[src/rtl/universal_shift_reg_if.sv]
// Bus bundle for universal_shift_reg: control/serial/parallel inputs and register view outputs.
// The master modport drives the controls; the slave modport is the shift register itself.
interface universal_shift_reg_if #(
    parameter int unsigned WIDTH = 8
) ();
    localparam int unsigned CntW = $clog2(WIDTH + 1);

    logic             en;
    logic [1:0]       mode;
    logic             sin_r;
    logic             sin_l;
    logic [WIDTH-1:0] pin;
    logic [WIDTH-1:0] pout;
    logic             sout_r;
    logic             sout_l;
    logic [CntW-1:0]  shift_cnt;
    logic             done;

    modport master (
        output en, mode, sin_r, sin_l, pin,
        input  pout, sout_r, sout_l, shift_cnt, done
    );

    modport slave (
        input  en, mode, sin_r, sin_l, pin,
        output pout, sout_r, sout_l, shift_cnt, done
    );
endinterface

[src/rtl/universal_shift_reg.sv]
// Universal shift register: hold / shift right / shift left / parallel load with a shared shift
// counter that pulses done every WIDTH shifts. Define ROTATE_EN to make shifts rotate.
module universal_shift_reg #(
    parameter int unsigned     WIDTH   = 8,
    parameter logic [WIDTH-1:0] RST_VAL = '0
) (
    input logic                  clk,
    input logic                  rst,
    universal_shift_reg_if.slave bus_io
);
    localparam int unsigned     CntW    = $clog2(WIDTH + 1);
    localparam logic [CntW-1:0] CntLast = CntW'(WIDTH - 1);

    typedef enum logic [1:0] {
        ModeHold = 2'b00,
        ModeShr  = 2'b01,
        ModeShl  = 2'b10,
        ModeLoad = 2'b11
    } mode_e;

    mode_e            mode;
    logic [WIDTH-1:0] q_q, q_d;
    logic [CntW-1:0]  cnt_q, cnt_d;
    logic             done_q, done_d;
    logic             shift;
    logic             fill_r, fill_l;

    assign mode = mode_e'(bus_io.mode);

`ifdef ROTATE_EN
    assign fill_r = q_q[0];
    assign fill_l = q_q[WIDTH-1];
`else
    assign fill_r = bus_io.sin_r;
    assign fill_l = bus_io.sin_l;
`endif

    always_comb begin
        q_d    = q_q;
        cnt_d  = cnt_q;
        done_d = 1'b0;
        shift  = 1'b0;
        if (bus_io.en) begin
            unique case (mode)
                ModeHold: begin
                end
                ModeShr: begin
                    q_d   = {fill_r, q_q[WIDTH-1:1]};
                    shift = 1'b1;
                end
                ModeShl: begin
                    q_d   = {q_q[WIDTH-2:0], fill_l};
                    shift = 1'b1;
                end
                ModeLoad: begin
                    q_d   = bus_io.pin;
                    cnt_d = '0;
                end
                default: begin
                end
            endcase
        end
        // Both directions advance the same counter; the word boundary ignores direction.
        if (shift) begin
            if (cnt_q == CntLast) begin
                cnt_d  = '0;
                done_d = 1'b1;
            end else begin
                cnt_d = cnt_q + CntW'(1);
            end
        end
    end

    always_ff @(posedge clk) begin
        if (rst) begin
            q_q    <= RST_VAL;
            cnt_q  <= '0;
            done_q <= 1'b0;
        end else begin
            q_q    <= q_d;
            cnt_q  <= cnt_d;
            done_q <= done_d;
        end
    end

    assign bus_io.pout      = q_q;
    assign bus_io.sout_r    = q_q[0];
    assign bus_io.sout_l    = q_q[WIDTH-1];
    assign bus_io.shift_cnt = cnt_q;
    assign bus_io.done      = done_q;
endmodule
[src/flat_wrapper.sv]
// flat-port wrapper written by rule: the top's interface ports become plain ports
module universal_shift_reg_flat 
#(
    parameter int unsigned     WIDTH   = 8,
    parameter logic [WIDTH-1:0] RST_VAL = '0
)
  (clk, rst, bus_io_en, bus_io_mode, bus_io_sin_r, bus_io_sin_l, bus_io_pin, bus_io_pout, bus_io_sout_r, bus_io_sout_l, bus_io_shift_cnt, bus_io_done);
  universal_shift_reg_if #(.WIDTH(WIDTH)) bus_io_i ();
  input logic clk;
  input logic rst;
  input wire logic [$bits(bus_io_i.en)-1:0] bus_io_en;
  input wire logic [$bits(bus_io_i.mode)-1:0] bus_io_mode;
  input wire logic [$bits(bus_io_i.sin_r)-1:0] bus_io_sin_r;
  input wire logic [$bits(bus_io_i.sin_l)-1:0] bus_io_sin_l;
  input wire logic [$bits(bus_io_i.pin)-1:0] bus_io_pin;
  output wire logic [$bits(bus_io_i.pout)-1:0] bus_io_pout;
  output wire logic [$bits(bus_io_i.sout_r)-1:0] bus_io_sout_r;
  output wire logic [$bits(bus_io_i.sout_l)-1:0] bus_io_sout_l;
  output wire logic [$bits(bus_io_i.shift_cnt)-1:0] bus_io_shift_cnt;
  output wire logic [$bits(bus_io_i.done)-1:0] bus_io_done;
  assign bus_io_i.en = bus_io_en;
  assign bus_io_i.mode = bus_io_mode;
  assign bus_io_i.sin_r = bus_io_sin_r;
  assign bus_io_i.sin_l = bus_io_sin_l;
  assign bus_io_i.pin = bus_io_pin;
  assign bus_io_pout = bus_io_i.pout;
  assign bus_io_sout_r = bus_io_i.sout_r;
  assign bus_io_sout_l = bus_io_i.sout_l;
  assign bus_io_shift_cnt = bus_io_i.shift_cnt;
  assign bus_io_done = bus_io_i.done;
  universal_shift_reg #(.WIDTH(WIDTH), .RST_VAL(RST_VAL)) u_core (.clk(clk), .rst(rst), .bus_io(bus_io_i));
endmodule
[config.mk]
export PLATFORM = sky130hd
export DESIGN_NAME = universal_shift_reg_flat
export DESIGN_NICKNAME = d
export VERILOG_FILES = /design/src/rtl/universal_shift_reg_if.sv /design/src/rtl/universal_shift_reg.sv /design/src/flat_wrapper.sv
export SDC_FILE = /design/constraint.sdc
export NUM_CORES = 1
export LEC_CHECK = 0
export CAP_MARGIN = 20
export CORE_AREA = 2 2 45 47
export DETAILED_ROUTE_END_ITERATION = 12
export DIE_AREA = 0 0 47 49
export GPL_TIMING_DRIVEN = 0
export PLACE_DENSITY_LB_ADDON = 0.2
export SYNTH_ARGS = -nofsm -noshare
export SYNTH_HDL_FRONTEND = slang
export SYNTH_SLANG_ARGS = --single-unit
[constraint.sdc]
create_clock -name clk -period 1.6 [get_ports clk]
set_input_delay 0.32 -clock clk [delete_from_list [all_inputs] [get_ports clk]]
set_output_delay 0.32 -clock clk [all_outputs]
set_load 0.01 [all_outputs]
==> impl_results.rst, run 1 <==
.. list-table::
   :header-rows: 1

   * - Metric
     - Value
   * - Htree depth
     - 1
   * - Outcome
     - complete, no violations
   * - Number of synthesis warnings
     - 0
   * - Synthesized netlist net count
     - 98
   * - Average cell area after synthesis
     - 8.85 um2
   * - Highest cell delay on the worst timing path
     - 0.56 ns
   * - Total clock buffers created by CTS
     - 3
   * - Nature of the critical path startpoint
     - register
   * - Flip-flop and latch count after synthesis
     - 13
   * - First-pass GRT wire length
     - 2900 um
   * - Yosys top cell by area
     - sky130_fd_sc_hd__dfxtp_1
   * - Max rail drop VDD
     - 0.394 mV
   * - Mapped cell area
     - 699 um2
   * - Total via count in the routed design
     - 720
   * - CTS tree
     - yes
   * - Final cell count without fillers
     - 140
   * - Number of buffers and inverters on the critical path
     - 1
   * - Slew @ Worst Pin
     - 0.476 ns
   * - Final total power
     - 0.778 mW
   * - Cell with the largest stage delay on the worst path
     - sky130_fd_sc_hd__clkdlybuf4s50_1
   * - Crit Reg-Reg Startpoint
     - u_core.bus_io.shift_cnt[0]$_SDFFE_PP0P_
   * - Final Cell Area
     - 0.00108 mm2
   * - Clock period minus worst slack
     - 1.56 ns
   * - Max Slew Vio Count
     - 0
   * - Critical-path cell list
     - clkdlybuf4s50_1
   * - Port Buf Inserts
     - 29
   * - DRC viols
     - 0
   * - Sequential fraction of the synthesis area
     - 37.2%
   * - Synth-to-Final Area Change
     - 54.6%
   * - Setup repair after global routing missed its margin
     - no
   * - Most common cell after layout, fill and taps aside
     - sky130_fd_sc_hd__clkdlybuf4s50_1
   * - Die H
     - 49 um
   * - Pin count of the biggest net entering global routing
     - 11
   * - Initial antenna violation count
     - 0
   * - Total of fill cells in the finished design
     - 184
   * - Period Utilization, post-route
     - 97.4%
   * - ANT nets after route
     - 0
   * - Netlist cell types
     - 25
   * - Worst-case setup margin in the final layout
     - 0.0416 ns
   * - All-layer global routing usage
     - 17.4%
   * - Total wire length after detailed routing
     - 1800 um
   * - WP data required
     - 1.28 ns
   * - Quantity of hold-fixing buffers added after cts
     - 0
   * - Dpl cell area
     - 0.00102 mm2
   * - Utilization after layout
     - 58.7%
   * - Clock transition at the registers of the reported paths
     - 0.08 ns
   * - Diodes inserted
     - 0
   * - Source of the critical timing path
     - u_core.bus_io.shift_cnt[0]$_SDFFE_PP0P_
   * - Count of TritonRoute iterations in the first routing pass
     - 4
   * - # nets final
     - 133
   * - FF+latch area
     - 265 um2
   * - Peak fanout along the critical path
     - 5
   * - Worst slack at placement
     - -0.426 ns
   * - DRC marker count from the first detailed-route iteration
     - 11
   * - Fraction of final layout cells with drive strength greater than 1
     - 20.4%
   * - Area occupied by multi-input gates
     - 398 um2
   * - Worst EP arrival
     - 1.24 ns
   * - CP Capture Type
     - output pin
   * - Hold Fails Final Rpt
     - 0
   * - Buffer cell driving the clock tree root
     - sky130_fd_sc_hd__clkbuf_4
   * - Setup violations, final
     - 0
   * - Per-cell routed wire length
     - 12.9 um
   * - Top-level port count
     - 30
   * - Number of instances in the synthesized netlist
     - 79
   * - Commonest cells after routing, fill and taps aside
     - sky130_fd_sc_hd__clkdlybuf4s50_1 (24), sky130_fd_sc_hd__nand2_1 (11), sky130_fd_sc_hd__nor2_1 (9), sky130_fd_sc_hd__dfxtp_1 (9), sky130_fd_sc_hd__a22oi_1 (8)
   * - Width of the chip
     - 47 um
   * - Number of max-cap violations
     - 0
   * - Highest Clock Rate
     - 0.642 GHz
   * - Hold Path Class
     - reg -> reg
   * - Maximum count of clock buffers along a single path
     - 2
   * - Core box area
     - 0.00184 mm2
   * - Hold path start
     - u_core.bus_io.shift_cnt[0]$_SDFFE_PP0P_
   * - Power per standard cell area
     - 720 mW/mm2
   * - Yosys top cell area share
     - 37.2%
   * - Total congestion overflow
     - 0
   * - Worst slew margin relative to its limit
     - 67.9%
   * - Clock insertion delay at the later pin of the skew report
     - 0.28 ns
   * - Last weighted congestion value of the routability-driven placer
     - 0.745
   * - Cell types occupying the most area after synthesis
     - sky130_fd_sc_hd__dfxtp_1 (37%), sky130_fd_sc_hd__a22oi_1 (8.6%), sky130_fd_sc_hd__a311oi_1 (7.5%)
   * - Sum of negative setup slack
     - 0 ns
   * - Die Outline Area
     - 0.00230 mm2
   * - Pleak
     - 0.432 nW
   * - Kind of cell adding the most delay to the critical path
     - buffers and inverters
   * - Category of the critical setup timing path
     - reg -> out
   * - Hold Slack
     - 0.504 ns
   * - Number of vias per cell
     - 5.14
   * - Vias in the first global route
     - 667
   * - Site Rows
     - 16
   * - Post-Route Skew
     - 0.00107 ns
   * - Cell Count Post-Placement
     - 135
   * - HPWL after DPL
     - 1270 um
   * - Initial core utilization
     - 38.0%
   * - Count of clock tree sinks
     - 13
## Yosys cell counts
master,instances
sky130_fd_sc_hd__a21oi_1,2
sky130_fd_sc_hd__a22oi_1,8
sky130_fd_sc_hd__a311oi_1,6
sky130_fd_sc_hd__a311oi_2,2
sky130_fd_sc_hd__a31oi_1,1
sky130_fd_sc_hd__a32oi_1,1
sky130_fd_sc_hd__and3b_2,1
sky130_fd_sc_hd__buf_2,2
sky130_fd_sc_hd__buf_4,4
sky130_fd_sc_hd__buf_6,1
sky130_fd_sc_hd__dfxtp_1,13
sky130_fd_sc_hd__ha_1,4
sky130_fd_sc_hd__inv_1,2
sky130_fd_sc_hd__nand2_1,11
sky130_fd_sc_hd__nand2_2,1
sky130_fd_sc_hd__nand3_1,1
sky130_fd_sc_hd__nand3b_1,1
sky130_fd_sc_hd__nand4_1,1
sky130_fd_sc_hd__nor2_1,9
sky130_fd_sc_hd__nor2_2,1
sky130_fd_sc_hd__nor2b_1,2
sky130_fd_sc_hd__nor3_1,1
sky130_fd_sc_hd__o21ai_0,2
sky130_fd_sc_hd__or3b_2,1
sky130_fd_sc_hd__or4b_1,1
## worst reg2reg max path, stage by stage (launching register included)
cell,delay [ns]
sky130_fd_sc_hd__dfxtp_1,0.35
sky130_fd_sc_hd__ha_1,0.23
sky130_fd_sc_hd__nand3b_1,0.11
sky130_fd_sc_hd__or3b_2,0.45
sky130_fd_sc_hd__a21oi_1,0.14
## worst paths after layout
check / end / slack, ns / cells past startpoint
hold / removal: u_core.bus_io.shift_cnt[0]$_SDFFE_PP0P_ / 0.50 / 2
hold reg to reg: u_core.bus_io.shift_cnt[0]$_SDFFE_PP0P_ / 0.50 / 2
setup reg to reg: u_core.bus_io.shift_cnt[0]$_SDFFE_PP0P_ / 0.26 / 4
setup / recovery: bus_io_shift_cnt[0] / 0.04 / 1
## cell families (layout without fill, tap and decap cells)
logic type,after synthesis,in the layout,share of synthesized area [%]
AO/OA/AOI/OAI,22,22,25.4
adder cells (fa/ha/maj),4,4,7.16
buffers and inverters,9,43,8.41
AND/OR/NAND/NOR,31,31,21.8
flip-flops,13,13,37.2
## registers in the layout (all words and copies together) (netlist names)
register	flops
u_core.bus_io.pout	8
u_core.bus_io.shift_cnt	4
u_core.bus_io.done	1
## per-layer routing
| layer | wire length (um) | track usage, % |
|---|---|---|
| met5 | 0 | 0 |
| met4 | 26 | 6.48 |
| met1 | 783 | 23.3 |
| met3 | 146 | 5.56 |
| met2 | 842 | 25.6 |
## cell type report
cell class                      count  share of cell area [%]
Timing Repair Buffer               30                    27.7
Sequential cell                    13                    24.5
Inverter                            2                   0.694
Buffer                              7                    4.75
Clock buffer                        4                    2.43
Tap cell                           27                    3.12
Multi-Input combinational cell     57                    36.8
## power breakdown
group,switching [mW],internal (mW)
combinational,0.0853,0.112
sequential,0.0204,0.344
clock,0.120,0.0970
total,0.226,0.552
## timing repair
item                       4_1_cts  5_1_grt
setup endpoints to repair       14        4
resized for setup                8        4
setup buffers                    1        0
pin swaps                        2        0
Note: power is estimated with default switching activity, not from simulation.
==> inputs of run 2 (changes only) <==
- CORE_AREA: 2 2 45 47 -> 2 2 48 50
- DIE_AREA: 0 0 47 49 -> 0 0 50 52
==> run 2 against run 1 <==
Against the previous run: routed wire length decreased by 0.89%; design area rose by 2.3%; maximum frequency rose by 0.85%; register-to-register slack worse by 0.06 ns; non-clock buffer count up 2; first-iteration DRC count rose by 55%; largest cell class unchanged; largest power group unchanged.
==> impl_results.rst, run 2 (same netlist as run 1, synthesis figures left out) <==
.. list-table::
   :header-rows: 1

   * - Metric
     - Value
   * - Width of the chip
     - 50 um (+6.4%)
   * - Period Utilization, post-route
     - 96.6% (-0.82 points)
   * - Number of buffers and inverters on the critical path
     - 1 (unchanged)
   * - Fraction of power consumed by combinational cells
     - 26.0% (+0.7 points)
   * - Clock insertion delay at the later pin of the skew report
     - 0.28 ns (about the same)
   * - Crit Reg-Reg Startpoint
     - u_core.bus_io.shift_cnt[0]$_SDFFE_PP0P_
   * - Setup violations, final
     - 0 (unchanged)
   * - Most common cell after layout, fill and taps aside
     - sky130_fd_sc_hd__clkdlybuf4s50_1
   * - Proportion of power drawn by flip-flops and latches
     - 46.5% (-0.3 points)
   * - Count of clock tree sinks
     - 13 (unchanged)
   * - Slew @ Worst Pin
     - 0.443 ns (-0.0329 ns)
   * - Per-cell routed wire length
     - 12.5 um (-3.0%)
   * - Count of TritonRoute iterations in the first routing pass
     - 4 (unchanged)
   * - Top-level port count
     - 30 (unchanged)
   * - Setup repair after global routing missed its margin
     - no
   * - Post-Route Skew
     - 0.000320 ns (-0.000750 ns)
   * - Number of vias per cell
     - 4.97 (-3.3%)
   * - Die H
     - 52 um (+6.1%)
   * - Commonest cells after routing, fill and taps aside
     - sky130_fd_sc_hd__clkdlybuf4s50_1 (22), sky130_fd_sc_hd__nand2_1 (11), sky130_fd_sc_hd__nor2_1 (9), sky130_fd_sc_hd__dfxtp_1 (9), sky130_fd_sc_hd__a22oi_1 (8)
   * - CTS tree
     - yes
   * - Htree depth
     - 1 (unchanged)
   * - Max rail drop VDD
     - 0.441 mV (+12%)
   * - Port Buf Inserts
     - 29 (unchanged)
   * - Pin count of the biggest net entering global routing
     - 11 (unchanged)
   * - Power per standard cell area
     - 705 mW/mm2 (-2.1%)
   * - Peak fanout along the critical path
     - 4 (-1)
   * - Total congestion overflow
     - 0 (unchanged)
   * - Net switching power of the design
     - 0.223 mW (-1.1%)
   * - # nets final
     - 135 (+1.5%)
   * - Cell internal power dissipation
     - 0.556 mW (+0.66%)
   * - Worst-case setup margin in the final layout
     - 0.0548 ns (+0.0132 ns)
   * - Hold path start
     - u_core.bus_io.shift_cnt[0]$_SDFFE_PP0P_
   * - Fraction of final layout cells with drive strength greater than 1
     - 21.7% (+1.4 points)
   * - Hold Fails Final Rpt
     - 0 (unchanged)
   * - Source of the critical timing path
     - u_core.bus_io.pout[3]$_SDFFE_PP0P_
   * - Synth-to-Final Area Change
     - 58.1%
   * - Quantity of hold-fixing buffers added after cts
     - 0 (unchanged)
   * - CP Capture Type
     - output pin
   * - Total clock buffers created by CTS
     - 3 (unchanged)
   * - Outcome
     - complete, no violations
   * - Total wire length after detailed routing
     - 1780 um (-0.89%)
   * - Vias in the first global route
     - 627 (-6.0%)
   * - DRC marker count from the first detailed-route iteration
     - 17 (+6)
   * - DRC viols
     - 0 (unchanged)
   * - Worst slew margin relative to its limit
     - 70.1% (+2.2 points)
   * - Kind of cell adding the most delay to the critical path
     - buffers and inverters
   * - Clock transition at the registers of the reported paths
     - 0.09 ns (about the same)
   * - Number of cells on the critical path
     - 1 (unchanged)
   * - Cell with the largest stage delay on the worst path
     - sky130_fd_sc_hd__clkdlybuf4s50_1
   * - Buffer cell driving the clock tree root
     - sky130_fd_sc_hd__clkbuf_4
   * - All-layer global routing usage
     - 14.7% (-2.7 points)
   * - FF-to-FF path depth
     - 4 (unchanged)
   * - Worst slack at placement
     - -0.450 ns (-0.0242 ns)
   * - Critical-path cell list
     - clkdlybuf4s50_1
   * - Pleak
     - 0.485 nW (+13%)
   * - Number of max-cap violations
     - 0 (unchanged)
   * - Hold Path Class
     - reg -> reg
   * - Part of the power in the clock network
     - 27.5% (-0.4 points)
   * - Number of flip-flops under the largest register name
     - 8 (unchanged)
   * - Diodes inserted
     - 0 (unchanged)
   * - Core box area
     - 0.00211 mm2 (+14%)
   * - Worst EP arrival
     - 1.23 ns (about the same)
   * - Total via count in the routed design
     - 711 (-1.3%)
   * - Clock period minus worst slack
     - 1.55 ns (-0.0132 ns)
   * - Category of the critical setup timing path
     - reg -> out
   * - Register-to-register setup slack
     - 0.20 ns (-0.06 ns)
   * - Site Rows
     - 17 (+1)
   * - First-pass GRT wire length
     - 2860 um (-1.2%)
   * - ANT nets after route
     - 0 (unchanged)
   * - Initial core utilization
     - 33.2% (-4.8 points)
   * - Last weighted congestion value of the routability-driven placer
     - 0.740 (-0.62%)
   * - Highest cell delay on the worst timing path
     - 0.56 ns (about the same)
   * - Initial antenna violation count
     - 0 (unchanged)
   * - Nature of the critical path startpoint
     - register
   * - Worst Hold Path Cells
     - 2 (unchanged)
   * - End of the worst register-to-register path
     - u_core.bus_io.shift_cnt[3]$_SDFFE_PP0P_
   * - End of the worst hold path
     - u_core.bus_io.shift_cnt[0]$_SDFFE_PP0P_
   * - Proportion of total power due to net switching
     - 28.7% (-0.35 points)
   * - Highest Clock Rate
     - 0.647 GHz (+0.85%)
   * - Utilization after layout
     - 52.5% (-6.2 points)
   * - WP data required
     - 1.28 ns (about the same)
   * - Max Slew Vio Count
     - 0 (unchanged)
   * - HPWL after DPL
     - 1220 um (-4.2%)
   * - Die Outline Area
     - 0.00260 mm2 (+13%)
   * - Maximum count of clock buffers along a single path
     - 2 (unchanged)
## run 2: changes by cell type in the layout (fill, tap and decap cells not counted), sizes merged
cell           delta
dlygate4sd2       -1
clkdlybuf4s50     -2
buf               +2
dlymetal6s2s      +3
## run 2: power groups by stage
stage	Sequential [mW]	Combinational, mW	Clock [mW]
4_1_cts	0.363	0.197	0.217
2_1_floorplan	0.375	0.0851	0
5_1_grt	0.366	0.222	0.235
3_3_place_gp	0.369	0.189	0
6_report	0.363	0.203	0.214
3_5_place_dp	0.369	0.191	0
## run 2: per-stage QoR
step           cell area (um2)  TNS [ns]  total power [mW]  hold slack [ns]  cells
2_1_floorplan              699         0             0.460            0.392     79
5_1_grt                   1110         0             0.823            0.530    143
3_5_place_dp              1020     -4.63             0.561            0.499    136
4_1_cts                   1070         0             0.777            0.507    140
6_report                  1110         0             0.779            0.507    143
3_3_place_gp              1020     -4.29             0.558            0.496    136
## run 2: timing repair
item | 4_1_cts | 5_1_grt
pin swaps | 1 | 0
setup buffers | 0 | 3
gates resized for setup | 7 | 7
setup endpoints to repair | 14 | 7
## run 2: cell type report
cell class                 count  area (um2)
buffer                         7        51.3
clock buffer                   4        26.3
fill                         194        1000
inverter                       2        7.51
multi-input combinational     57         398
sequential                    13         265
tap                           28        35.0
timing repair buffer          32         323
## run 2: worst max-delay path by stage
stage	slack, ns	end
3_3_place_gp	-0.40	u_core.bus_io.pout[4]$_SDFFE_PP0P_
2_1_floorplan	0.18	u_core.bus_io.shift_cnt[3]$_SDFFE_PP0P_
6_report	0.05	bus_io_pout[3]
4_1_cts	0.009	bus_io_pout[0]
5_1_grt	0.008	bus_io_pout[5]
3_5_place_dp	-0.45	u_core.bus_io.shift_cnt[3]$_SDFFE_PP0P_
## run 2: per-layer routing
layer | wire, um | vias up | GRT usage [%]
met5 | 0 | - | 0
met4 | 14 | 0 | 8.80
met3 | 85 | 2 | 4.02
met2 | 779 | 22 | 20.0
met1 | 903 | 324 | 20.3
li1 | - | 363 | -
